==> src/rtl/uart_mem_loader.sv <==
// UART receive-file to memory loader: parses ASCII-hex words into imem/dmem.
// Optional LOADER_CHECKSUM_EN keeps a wrapping sum of the words written.
module uart_mem_loader #(
  parameter int ADDR_W    = 8,
  parameter int MAX_WORDS = 256
) (
  input  logic              clk,
  input  logic              reset,
  input  logic              reg_ready,
  input  logic [7:0]        reg_addr,
  input  logic [7:0]        reg_pointer,
  input  logic [7:0]        fifo_dout,
  input  logic              fifo_rdy,
  output logic              fifo_re,
  output logic              imem_we,
  output logic              dmem_we,
  output logic [ADDR_W-1:0] mem_addr,
  output logic [31:0]       mem_wdata,
  output logic              busy,
  output logic              load_done,
  output logic              load_err,
  output logic [ADDR_W:0]   word_count,
  output logic [31:0]       checksum
);

  localparam int CW = ADDR_W + 1;
  localparam logic [CW-1:0] ONE  = CW'(1);
  localparam logic [CW-1:0] MAXC = CW'(MAX_WORDS);

  localparam logic [2:0] S_IDLE = 3'd0;
  localparam logic [2:0] S_SOT  = 3'd1;
  localparam logic [2:0] S_COL  = 3'd2;
  localparam logic [2:0] S_WR   = 3'd3;
  localparam logic [2:0] S_DONE = 3'd4;
  localparam logic [2:0] S_ERR  = 3'd5;

  logic [2:0]        state;
  logic              tgt;
  logic [ADDR_W-1:0] base;
  logic [31:0]       word;
  logic [3:0]        dcnt;
  logic              eof_q;
  logic [ADDR_W-1:0] addr_q;
  logic [31:0]       wdata_q;
  logic              done_q;
  logic              err_q;
  logic [CW-1:0]     wcnt;

  logic       hex_ok;
  logic [3:0] nib;
  logic       is_delim;
  logic       is_eof;
  logic       is_sot;
  logic       pop;
  logic       arm;
  logic       full;
  logic       wr_en;

  always_comb begin
    hex_ok = 1'b1;
    nib    = 4'd0;
    unique case (1'b1)
      (fifo_dout >= 8'h30 && fifo_dout <= 8'h39):
        nib = fifo_dout[3:0];
      (fifo_dout >= 8'h41 && fifo_dout <= 8'h46),
      (fifo_dout >= 8'h61 && fifo_dout <= 8'h66):
        nib = fifo_dout[3:0] + 4'd9;
      default:
        hex_ok = 1'b0;
    endcase
  end

  assign is_delim = (fifo_dout == 8'h0d) || (fifo_dout == 8'h0a);
  assign is_eof   = (fifo_dout == 8'h04);
  assign is_sot   = (fifo_dout == 8'h02);

  assign pop  = fifo_rdy && (state == S_SOT || state == S_COL);
  assign arm  = reg_ready &&
                (state == S_IDLE || state == S_DONE || state == S_ERR);
  assign full = (wcnt == MAXC);
  assign wr_en = (state == S_WR) && !full;

  // Strobes are masked by reset so a reset landing on WRITE never writes.
  assign fifo_re    = pop;
  assign imem_we    = wr_en && !tgt && !reset;
  assign dmem_we    = wr_en && tgt && !reset;
  assign mem_addr   = addr_q;
  assign mem_wdata  = wdata_q;
  assign busy       = (state == S_SOT) || (state == S_COL) || (state == S_WR);
  assign load_done  = done_q;
  assign load_err   = err_q;
  assign word_count = wcnt;

  always_ff @(posedge clk) begin
    if (reset) begin
      state   <= S_IDLE;
      tgt     <= 1'b0;
      base    <= '0;
      word    <= '0;
      dcnt    <= '0;
      eof_q   <= 1'b0;
      addr_q  <= '0;
      wdata_q <= '0;
      done_q  <= 1'b0;
      err_q   <= 1'b0;
      wcnt    <= '0;
    end else begin
      case (state)
        S_IDLE, S_DONE, S_ERR: begin
          if (reg_ready) begin
            tgt    <= reg_addr[0];
            base   <= ADDR_W'(reg_pointer);
            wcnt   <= '0;
            done_q <= 1'b0;
            dcnt   <= '0;
            word   <= '0;
            eof_q  <= 1'b0;
            if (reg_addr > 8'h01) begin
              err_q <= 1'b1;
              state <= S_ERR;
            end else begin
              err_q <= 1'b0;
              state <= S_SOT;
            end
          end
        end
        S_SOT: begin
          if (pop) begin
            if (is_sot) begin
              state <= S_COL;
            end else if (is_eof) begin
              err_q <= 1'b1;
              state <= S_ERR;
            end
          end
        end
        S_COL: begin
          if (pop) begin
            if (hex_ok) begin
              if (dcnt == 4'd8) begin
                err_q <= 1'b1;
              end else begin
                word <= {word[27:0], nib};
                dcnt <= dcnt + 4'd1;
              end
            end else if (is_delim || is_eof) begin
              if (dcnt == 4'd8) begin
                // Address/data are latched here so they are valid in WRITE.
                if (!full) begin
                  addr_q  <= base + wcnt[ADDR_W-1:0];
                  wdata_q <= word;
                end
                eof_q <= is_eof;
                state <= S_WR;
              end else if (dcnt != 4'd0) begin
                err_q <= 1'b1;
                dcnt  <= '0;
                word  <= '0;
                if (is_eof) state <= S_ERR;
              end else if (is_eof) begin
                done_q <= !err_q;
                state  <= S_DONE;
              end
            end else begin
              err_q <= 1'b1;
            end
          end
        end
        S_WR: begin
          dcnt <= '0;
          if (full) begin
            err_q <= 1'b1;
            state <= S_ERR;
          end else begin
            wcnt <= wcnt + ONE;
            if (eof_q) begin
              done_q <= !err_q;
              state  <= S_DONE;
            end else begin
              state <= S_COL;
            end
          end
        end
        default: state <= S_IDLE;
      endcase
    end
  end

`ifdef LOADER_CHECKSUM_EN
  logic [31:0] csum;

  always_ff @(posedge clk) begin
    if (reset) begin
      csum <= '0;
    end else if (arm) begin
      csum <= '0;
    end else if (wr_en) begin
      csum <= csum + wdata_q;
    end
  end

  assign checksum = csum;
`else
  assign checksum = 32'd0;
`endif

endmodule

==> config.mk <==
export PLATFORM = sky130hd
export DESIGN_NAME = uart_mem_loader
export DESIGN_NICKNAME = d
export VERILOG_FILES = /design/src/rtl/uart_mem_loader.sv
export SDC_FILE = /design/constraint.sdc
export NUM_CORES = 1
export LEC_CHECK = 0
export BUFFER_PORTS_ARGS = -buffer_cell sky130_fd_sc_hd__buf_2
export CAP_MARGIN = 20
export CORE_ASPECT_RATIO = 1.2
export CORE_UTILIZATION = 25
export DETAILED_ROUTE_END_ITERATION = 8
export MAX_ROUTING_LAYER = met4
export PLACE_DENSITY = 0.52
export SKIP_CTS_REPAIR_TIMING = 1
export SLEW_MARGIN = 20
export SYNTH_ARGS = -nofsm -noshare
export SYNTH_HDL_FRONTEND = slang
export SYNTH_SLANG_ARGS = --single-unit
==> constraint.sdc <==
create_clock -name clk -period 4.8 [get_ports clk]
set_input_delay 0.24 -clock clk [delete_from_list [all_inputs] [get_ports clk]]
set_output_delay 0.24 -clock clk [all_outputs]
set_load 0.02 [all_outputs]
* Word level (Yosys, flattened, before mapping)
Cells that the tools add are included.
W data, S select, Z words.
** Operators by class
- Add/subtract/negate cells :: 4
- Order comparisons :: 7
- Equal/unequal tests :: 31
- Mux-type cells :: 63
- Bitwise gates (word level) :: 2
- Reductions and logical operators :: 35
** Operator list (count)
- $mux W32 :: 7
- $pmux W32 S2 :: 1
- $mux W3 :: 13
- $reduce_and A6 Y1 :: 5
- $mux W4 :: 7
- $mux W1 :: 26
- $ne A2 B2 Y1 const B :: 12
- $reduce_and A10 Y1 :: 2
- $mux W9 :: 2
- $pmux W9 S2 :: 1
- $eq A8 B4 Y1 const B :: 2
- $ge A8 B7 Y1 const B :: 2
- $le A8 B7 Y1 const B :: 2
- $pmux W3 S4 :: 1
- $pmux W4 S3 :: 1
- $add A9 B1 Y9 const B :: 1
- $eq A9 B9 Y1 const B :: 1
- $logic_and A1 B1 Y1 :: 9
- $ne A3 B2 Y1 const B :: 3
- $add A8 B8 Y8 :: 1
- $eq A8 B2 Y1 const B :: 1
- $eq A8 B3 Y1 const B :: 1
- $ge A8 B6 Y1 const B :: 1
- $gt A8 B1 Y1 const B :: 1
- other kinds (26) :: 39
** Word-level totals
- Bits in registers :: 100
- Bits of input ports :: 28
- Output and inout port bits :: 87
- Word-level logic and storage cells :: 153

* Logic depth before layout (Yosys ltp)
- Word-level depth :: 8
- Depth in mapped cells :: 10
- Depth with buffers taken out :: 9

* Worst setup path after synthesis
OpenSTA, ideal clock, no wires.
- Path type :: register to register
- From :: register wcnt[1], in the netlist word_count[1]
- To :: register wcnt[8], in the netlist word_count[8]
- Setup time :: 0.070 ns
- Data arrival time :: 2.010 ns
- Slack :: 2.720 ns
- Cell stages (with the launch flop) :: 8
- Buffers on the path :: 0
- Period minus slack after synthesis :: 2.080 ns
- Cells stage by stage :: dfxtp_1 inv_1 ha_1 nor4b_1 a21oi_1 o211ai_1 or3_1 a21oi_1
** Between the ends
- Word-level cells in the longest chain between the ends :: 3
- Elaborated cells on any way between the ends :: 6
- Classes of those cells :: add/sub: 1; eq/ne: 2; mux: 2; reduce/logical: 1
** Ends and longest elaborated chain
- start, declared :: line 47 : logic [CW-1:0] wcnt;
- start signal, assigned :: line 175 : wcnt <= wcnt + ONE;
- $add A9 B1 Y9 / $eq A9 B9 Y1 (equally long branches) :: line 175, 80
- $mux W9 / $ne A2 B2 Y1 (equally long branches)
- $pmux W9 S2 / $reduce_and A3 Y1 (equally long branches)
Several ways; a longest one is shown, not always the timed one. The select of a mux whose other input is x is not followed.
A chain may end at the register's enable or synchronous reset.

* Worst setup path in the final report
- From :: register state[1]
- To :: register word[0]
** Between the ends
- Word-level cells in the longest chain between the ends :: 5
- Elaborated cells on any way between the ends :: 16
- Classes of those cells :: eq/ne: 9; mux: 1; reduce/logical: 6
** Ends and longest elaborated chain
- start, declared :: line 37 : logic [2:0] state;
- start signal, assigned :: line 96 : state <= S_IDLE;
- start signal, assigned :: line 120 : state <= S_ERR;
- start signal, assigned :: line 123 : state <= S_SOT;
- $eq A3 B1 Y1 / $eq A3 B2 Y1 (equally long branches) :: line 77, 108
- $logic_or A1 B1 Y1 :: line 77 : assign pop = fifo_rdy && (state == S_SOT || state == S_COL);
- $logic_and A1 B1 Y1 :: line 77
- $ne A2 B2 Y1 (no line)
- $reduce_and A6 Y1 (no line)
- end signal, assigned :: line 143 : word <= {word[27:0], nib};
- end, declared :: line 40 : logic [31:0] word;
Several ways; a longest one is shown, not always the timed one.

==> flow_summary.ini <==
[floorplan]
die_h_um = 157
dieArea_um2 = 20500
chipWidth_um = 131
start_util = 0.255
core-area_um2 = 19500
rows = 56
io_pins = 115

[yosys]
synth-simple-area-share = 0.246
synth_compound_area_frac = 0.183
yosys_warnings = 0
async_flop_share = 0
netlist_area_um2 = 4990
synth_edf_count = 0
synth-xor-area-share = 0.0140
syn_avg_cell_area_um2 = 7.96
synthFlopType = dfxtp_1
netlist_instances = 627
synthAdderAreaFrac = 0.0441
synth_top_family_by_area = simple AND/OR/NAND/NOR gates
ys_ff_latch = 100
synthMuxAreaShare = 0.0100
synth.distinct_cells = 63
yosysSeqAreaShare = 0.401

[cts]
htree_num_levels = 3
cts_sinks = 100
insertion_delay_ns = 0.36
root_buffer = clkbuf_16
cts_buffers = 9
cts_buffer_depth = 2
clkTransAtPathRegs_ns = 0.08
cts_tree = yes

[sta]
min_period_over_period = 0.540
period_needed_ns = 2.59
fmaxAchievable_mhz = 386
finalSetupViolCount = 0
fin_setup_tns_ns = 0
final-max-slew-violation-count = 0
rsz0062_at_grt = false
maxSlewHeadroom = 0.480
worst_pin_slew_ns = 0.778
finalClockSkew_ns = 0.0120
fin_ws_ns = 2.21
finalHoldViolCount = 0

[drt]
drt.antenna.violating_nets = 0
vias_per_cell = 4.45
route.detailed.drc = 0
drt-wirelength-per-cell_um = 12.8
firstDrtPassIters = 4
wl_um = 12200
vias = 4246
detailedRoute.firstIterationViolations = 238

[worst_hold_path]
hold_path_class = primary input to flop

[critical_path]
criticalPathCategory = flop to flop
end_kind = flop
critPathArrivalTime_ns = 2.81
worstPathMaxFanout = 41
worstPathRequired_ns = 5.02
worstSetupStartpointType = flop

[placed_design]
place.gp.congestion = 0.760
dp_slack_ns = 2.12
place_hpwl_um = 8510
dp.cells = 939
portBuffers = 82

[grt]
grt_overflow = 0
grt_pass1_vias = 3931
track_usage = 0.128
grt_max_degree = 61
antenna_found_initial = 0
grt_first_pass_wirelength_um = 19900

[final_layout]
mostFrequentLayoutCell = nand2_1
n_antenna_cell = 0
layout.cells.non_filler = 955
layout.nets = 734
post-route-util = 0.293
area_growth_syn_to_layout_pct = 14.8
mostFrequentLayoutCells = nand2_1 (135), dfxtp_1 (100), buf_2 (82)
drive_above_1_share = 0.180

[power_and_ir_drop]
p_leak_nw = 2.24
p_per_area_nw_per_um2 = 304
ir_drop_mv = 0.146
p_total_mw = 1.74

[job]
drv_cap = 0

[status]
status = finished clean
sequential cells by signal (all words and copies together), names as in the netlist:
register,flops
base,8
state,3
load_done,1
eof_q,1
load_err,1
mem_wdata,32
word,32
tgt,1
word_count,9
mem_addr,8
dcnt,4
report_power, final:
part | total [mW] | leakage, nW | switching, mW | internal, mW
logic | 0.168 | 1.29 | 0.116 | 0.0521
clock network | 0.716 | 0.138 | 0.356 | 0.361
registers | 0.853 | 0.807 | 0.0153 | 0.838
final timing paths:
path,startpoint,to,slack [ns],depth (start not counted)
min reg2reg,mem_wdata[26]$_SDFFE_PP0P_,mem_wdata[26]$_SDFFE_PP0P_,0.45,2
min,reg_pointer[5],base[5]$_SDFFE_PP0P_,0.11,3
max,state[1]$_SDFFE_PP0P_,word[0]$_SDFFE_PP0P_,2.21,7
max reg2reg,state[1]$_SDFFE_PP0P_,word[0]$_SDFFE_PP0P_,2.21,7
synth_stat cells (all sizes together) (2+ instances only):
master / count / area [µm²]
or2: 4 / 27.5
nand2: 135 / 507
nor4: 2 / 18.8
o31ai: 2 / 15.0
buf: 51 / 354
o211ai: 4 / 30.0
a211o: 2 / 17.5
and3: 3 / 18.8
nand3: 43 / 215
dfxtp: 100 / 2000
nor3: 2 / 10.0
nor2b: 5 / 31.3
o21a: 2 / 15.0
a21oi: 68 / 352
o32ai: 2 / 17.5
a21o: 3 / 22.5
nand3b: 2 / 15.0
nand2b: 13 / 81.3
xor2: 4 / 35.0
inv: 14 / 52.6
or4: 3 / 30.0
nor4b: 6 / 65.1
mux2i: 5 / 50.1
nor3b: 2 / 26.3
xnor2: 4 / 35.0
or3: 2 / 12.5
a211oi: 3 / 22.5
a31oi: 7 / 58.8
ha: 16 / 200
clkbuf: 17 / 93.8
o21ai: 46 / 230
nor2: 35 / 131
worst max-delay path, stage by stage, from the launching register on:
cell and delay, ns:
dfxtp_1 0.65, nor2b_1 0.30, a21oi_1 0.10, o21a_1 0.23, a31oi_4 0.46, buf_4 0.43
mux2i_1 0.22, nor2_1 0.05
layout make-up:
cell class / instances / area (µm²)
Tap cell: 261 / 327
Clock inverter: 7 / 58.8
Multi-Input combinational cell: 475 / 2600
Clock buffer: 9 / 225
Timing Repair Buffer: 88 / 455
Fill cell: 2188 / 13800
Inverter: 15 / 56.3
Sequential cell: 100 / 2000
cell families after synthesis:
family,count (synthesis)
AND/OR/NAND/NOR,261
multiplexers,5
buffers and inverters,83
adder cells (fa/ha/maj),17
XOR/XNOR,8
other,1
flip-flops,100
AO/OA/AOI/OAI,152
per-stage QoR:
step | hold slack, ns | cell area [µm²]
floorplan | 0.376 | 5100
detailed placement | 0.445 | 5440
finish | 0.112 | 5730
CTS | 0.0997 | 5730
global route | 0.108 | 5730
global placement | 0.441 | 5440
routing by layer:
| metal | vias to the layer above | track usage | wire, µm |
|---|---|---|---|
| li1 | 2194 | - | - |
| met1 | 1950 | 0.160 | 5650 |
| met2 | 88 | 0.204 | 5940 |
| met3 | 14 | 0.0267 | 384 |
| met4 | 0 | 0.0427 | 204 |
| met5 | - | - | 0 |
No activity file was read; power rests on OpenSTA's default activity.
